**config.mk**
```make
export PLATFORM = sky130hd
export DESIGN_NAME = pcg_arbiter
export DESIGN_NICKNAME = d
export VERILOG_FILES = /design/src/rtl/pcg_arbiter.sv
export SDC_FILE = /design/constraint.sdc
export NUM_CORES = 2
export LEC_CHECK = 0
export ABC_AREA = 1
export CAP_MARGIN = 30
export CORE_UTILIZATION = 35
export DETAILED_ROUTE_END_ITERATION = 8
export PLACE_DENSITY = 0.57
export SLEW_MARGIN = 10
export SYNTH_ARGS = -nofsm -noshare
export SYNTH_HDL_FRONTEND = slang
export SYNTH_SLANG_ARGS = --single-unit
```
**constraint.sdc**
```tcl
create_clock -name clk -period 8.6 [get_ports clk]
set_input_delay 1.29 -clock clk [delete_from_list [all_inputs] [get_ports clk]]
set_output_delay 1.29 -clock clk [all_outputs]
set_load 0.005 [all_outputs]
```
**src/rtl/pcg_arbiter.sv**
```systemverilog
// Round-robin arbiter that hands out PCG32 (XSH-RR) numbers, one per grant.
// Each grant takes three cycles: IDLE picks a winner, STEP advances the LCG, OUT presents the number.
module pcg_arbiter #(
  parameter logic [63:0] MULT = 64'h5851F42D4C957F2D,
  parameter logic [63:0] INC  = 64'h14057B7EF767814F
) (
  input  logic        clk,
  input  logic        rst_n,
  input  logic [3:0]  req,
  input  logic        seed_we,
  input  logic [7:0]  seed_in,
  output logic [3:0]  gnt,
  output logic        data_valid,
  output logic [31:0] data_out,
  output logic        busy
);

  localparam logic [1:0] StIdle = 2'd0;
  localparam logic [1:0] StStep = 2'd1;
  localparam logic [1:0] StOut  = 2'd2;

  logic [1:0]  r_state;
  logic [63:0] r_s;
  logic [1:0]  r_p;
  logic [1:0]  r_w;
  logic [31:0] r_data;

  logic [1:0]  w_win;
  logic [1:0]  w_idx;
  logic        w_found;
  logic [31:0] w_x;
  logic [4:0]  w_rot;
  logic [31:0] w_perm;

  // The search starts at the pointer, so the most recent winner is considered last.
  always_comb begin
    w_win   = r_p;
    w_idx   = r_p;
    w_found = 1'b0;
    for (int i = 0; i < 4; i++) begin
      w_idx = r_p + 2'(i);
      if (!w_found && req[w_idx]) begin
        w_win   = w_idx;
        w_found = 1'b1;
      end
    end
  end

  // When the rotate amount is zero, the left shift is by 32 and contributes nothing.
  always_comb begin
    w_x    = 32'((r_s ^ (r_s >> 18)) >> 27);
    w_rot  = r_s[63:59];
    w_perm = (w_x >> w_rot) | (w_x << (6'd32 - {1'b0, w_rot}));
  end

  always_ff @(posedge clk or negedge rst_n) begin
    if (!rst_n) begin
      r_state <= StIdle;
      r_s     <= 64'd0;
      r_p     <= 2'd0;
      r_w     <= 2'd0;
      r_data  <= 32'd0;
    end else begin
      case (r_state)
        StIdle: begin
          if (seed_we) begin
            r_s <= {r_s[55:0], seed_in};
          end else if (|req) begin
            r_w     <= w_win;
            r_state <= StStep;
          end
        end
        StStep: begin
          r_data  <= w_perm;
          r_s     <= r_s * MULT + INC;
          r_state <= StOut;
        end
        StOut: begin
          r_p     <= r_w + 2'd1;
          r_state <= StIdle;
        end
        default: r_state <= StIdle;
      endcase
    end
  end

  always_comb begin
    data_valid = (r_state == StOut);
    gnt        = data_valid ? (4'b0001 << r_w) : 4'b0000;
    busy       = (r_state != StIdle);
    data_out   = r_data;
  end

endmodule

```
# Yosys cells after proc, flatten, opt, wreduce, memory -nomap -nowiden
# Cells that the tools add are included.
# word_totals
input_bits	15
output_inout_bits	38
elab_cells	60
ff_bits	102
# op_classes
addsub	6
n_mul	1
n_reduce_logical	13
muxes	20
eq_ne	5
shift	3
n_lt_le_gt_ge	4
bitwise	3
# op_table
operator	n
64-bit case mux with 2 select lines	1
64-bit by 61-bit adder with 64-bit output, second input constant	1
64-bit by 63-bit multiplier with 64-bit output, second input constant	1
64-bit 2-to-1 mux	1
59-bit by 46-bit XOR with 59-bit output	1
32-bit OR	1
32-bit by 6-bit left shift with 32-bit output	1
32-bit by 5-bit right shift with 32-bit output	1
2-bit by 3-bit < comparator with 1-bit output, second input constant	4
2-bit 2-to-1 mux	5
1-bit binary-select mux with 2-bit select	4
1-bit 2-to-1 mux	7
2-bit != test, second input constant	3
6-bit by 5-bit subtractor with 6-bit output, first input constant	1
2-bit by 1-bit adder with 2-bit output, second input constant	2
2-bit adder, second input constant	2
4-bit 2-to-1 mux	1
2-bit case mux with 2 select lines	1
2-bit AND reduction	2
2-bit nonzero test	2
4-bit OR reduction	1
1-bit by 2-bit left shift with 4-bit output, first input constant	1
1-bit logical AND	3
1-bit logical NOT	3
other kinds (5)	5

# Logic depth before layout (Yosys ltp)
# logic_depth
word_depth	12
ltp_mapped	37

# Worst setup path before layout
# Ideal clock, no wire load.
# synth_timing
kind	reg2reg
startpoint	reg r_s[16]
endpoint	reg r_s[61]
setup_time_ps	120
path_stages_with_launch	34
arrival_ps	7710
slack_ps	769
path_buffers	0
synth_period_minus_slack_ps	7831
path_cell_list	dfrtp_1 inv_1 fa_1 inv_1 fa_1 inv_1 fa_1 inv_1 fa_1 fa_1 inv_1 fa_1 inv_1 fa_1 fa_1 fa_1 inv_1 fa_1 inv_1 ha_1 nand2_1 nor2_1 inv_2 nor2_1 and3_1 nand3_1 nand3_1 nand2_1 nand2_1 nand2_1 o21ai_2 a21oi_1 o21ai_1 nand2_1
# synth_via
elab_chain_cells	3
# synth_rtl
element	line_no	source
from (decl)	23	logic [63:0] r_s;
from (signal assigned)	67	r_s <= {r_s[55:0], seed_in};
from (signal assigned)	75	r_s <= r_s * MULT + INC;
64-bit by 63-bit multiplier with 64-bit output	75	
64-bit by 61-bit adder with 64-bit output	75	
64-bit case mux with 2 select lines	64	case (r_state)
# Every way passes these cells.
# A chain may end at the register's enable or synchronous reset.

# Final worst setup path
# layout_timing
startpoint	reg r_s[10]
endpoint	reg r_s[46]
# The elaborated chain is that of the path after synthesis.

==> run metrics <==
outcome=complete, no violations; top-count cell post-synth=inv_1; critical path peak fanout=4; vias=34500; RSZ-0062 raised after global routing=yes; synth cell count leaders=inv_1, fa_1, ha_1, nand2_1, o21ai_0; Crit Path Category=register to register; port buffer count=52; Tmin final=8.42 ns; Ys Warns=0; Std-Cell Rows=128; Synth Cell Area=0.0433 sq mm; CTS max path bufs=2; Area Growth Syn to Fin=12.8%; largest net degree at the start of global routing=70; clk_lat worst skew=0.46 ns; WL/cell=26.1 microns; TritonCTS clock tree=yes; Worst-path clk slew=0.11 ns; DR DRC count=0; die width=354 microns; initial antenna violation count=0; area share of the largest cell type after synthesis=0.440; Max Cap Viol=0; core area=0.122 sq mm; Mapped Cells=4882; placed inst area=0.0481 sq mm; Initial Util=0.354; final instance area=0.0488 sq mm; vias in the first global route=36300; total track usage=0.291; first-pass GRT wire length=258000 microns; max incr delay on CP=0.63 ns; Detailed Place HPWL=159000 microns; placed cell count=6813; Vias/cell=5.04; H-tree lvl count=3; Clock Skew=0.0318 ns; cell taking the most area after synthesis=fa_1; fin crit share=0.979; top cells by area, synth=fa_1, ha_1, inv_1; Slew Limit Fails=0; CTS Root Cell=clkbuf_16; number of CTS-inserted buffers=9; Slowest cell on crit path=fa_2; Async SR Flop Fraction=1.00; Final ANT Viol Nets=0; # setup viols final=0; Crit. End Element=register; Final Instance Count excl. Fillers=6841; filler instances=12500; Main synth FF type=dfrtp_1; syn_area_per_cell=8.87 sq um; EDFF count, synth=0; Die Area=0.125 sq mm; GPL Wtd Cong=1.03; Total Wirelength=178000 microns; Net Count, Synth=6438; final net count=6766; worst min-delay path class=register to register; TritonRoute pass-1 iters=6; FF+latch area=0.00257 sq mm; hold_ws=0.494 ns; die height=354 microns; drt initial violations=3054; critical path arrival=8.70 ns; sequential area share after synthesis=0.0590; CP required=8.88 ns; final hold viol count=0; Congestion Overflow GR=0; FMAX=0.119 GHz; Slew @ Worst Pin=0.969 ns; share of layout cells above drive strength 1=0.102; Multi-input gate area=0.0350 sq mm; worst rel slew slack=0.354; clock sinks=102; # IOs=53; Yosys reg bits=102; CP most frequent cell=fa_1; Setup crit start kind=register; Netlist cell types=65; hold buffer count at cts=0
sequential cells by signal, summed over array words and instances (netlist names):
signal	count
r_s	64
data_out	32
r_p	2
r_state	2
r_w	2
cell usage in the layout, fill, tap and decap left out, types with 9 or more instances in the layout:
cell type | Yosys | layout
a21o_1 | 12 | 12
a21oi_1 | 123 | 114
a21oi_2 | 3 | 12
a31oi_1 | 27 | 24
a41oi_1 | 10 | 10
buf_4 | 3 | 346
clkbuf_16 | 0 | 9
clkdlybuf4s50_1 | 0 | 51
dfrtp_1 | 102 | 88
dfrtp_2 | 0 | 14
fa_1 | 951 | 940
fa_2 | 0 | 11
ha_1 | 590 | 580
inv_1 | 1483 | 1476
inv_2 | 30 | 34
nand2_1 | 534 | 530
nand3_1 | 102 | 97
nand4_1 | 15 | 15
nor2_1 | 216 | 199
nor2_2 | 7 | 24
nor3_1 | 13 | 11
o211ai_1 | 36 | 36
o21ai_0 | 228 | 219
o21ai_1 | 102 | 101
o21ai_2 | 4 | 12
o21bai_1 | 17 | 17
xnor2_1 | 37 | 37
xor2_1 | 52 | 50
layer usage:
metal / wire length (microns) / global-route usage / share of wire / vias up
met1: 74600 / 0.387 / 0.42 / 17500
met4: 11200 / 0.146 / 0.063 / 0
met2: 81200 / 0.466 / 0.45 / 1362
li1: - / - / - / 15300
met3: 11400 / 0.0393 / 0.064 / 298
met5: 0 / 0 / 0 / -
worst max-delay path, delay by kind of cell, from the launching register on:
kind | cells | cell delay (ns)
buf+inv | 9 | 1.03
compound gates | 6 | 1.11
flops | 1 | 0.41
simple gates | 3 | 0.34
fa+ha+maj | 11 | 5.36
layout make-up:
class / instances / area share
antenna: 1 / 0.0000513
clock buffer: 9 / 0.00461
clock inverter: 7 / 0.00205
inverter: 1515 / 0.117
multi-input combinational: 3180 / 0.717
sequential: 102 / 0.0526
tap: 1625 / 0.0416
timing repair buffer: 402 / 0.0657
kinds of logic (layout without fill, tap and decap cells):
kind of cell               count (synthesis)  after routing  synth area share
and+or+nand+nor                          931            931            0.0896
muxes                                      7              7           0.00162
buffers and inverters                   1600           1933             0.140
DFF                                      102            102            0.0590
other                                      0              1                 0
AOI/OAI and AO/OA                        610            610            0.0803
adders and majority gates               1541           1541             0.610
xor gates and xnor gates                  91             91            0.0188
repair_timing:
item                                    4_1_cts  5_1_grt
pin swaps                                     0       11
buffers inserted                              1       10
endpoints found under the setup margin       12       35
resized for setup                             5      107
hold endpoints to repair                      0        0
metrics by stage:
| step | TNS [ns] | utilization | setup WS [ns] |
|---|---|---|---|
| 2_1_floorplan | 0 | - | 0.769 |
| 3_3_place_gp | -0.907 | 0.393 | -0.224 |
| 3_5_place_dp | -0.885 | 0.393 | -0.181 |
| 4_1_cts | 0 | 0.396 | 0.00664 |
| 5_1_grt | -0.162 | 0.400 | -0.0523 |
| 6_report | 0 | 0.400 | 0.181 |
path summary, 6_finish.rpt:
check	start	endpoint	slack (ns)	cells after the start
min in group asynchronous	rst_n	r_s[50]	0.67	1
setup / recovery	r_s[10]	r_s[46]	0.18	29
hold reg to reg	data_out[30]	data_out[30]	0.49	2
setup reg to reg	r_s[10]	r_s[46]	0.18	29
max in group asynchronous	rst_n	r_s[3]	6.63	2
hold / removal	data_out[30]	data_out[30]	0.49	2
Power is not shown: default switching activity piles up to over one toggle a cycle in this logic, so the estimate is an artifact.
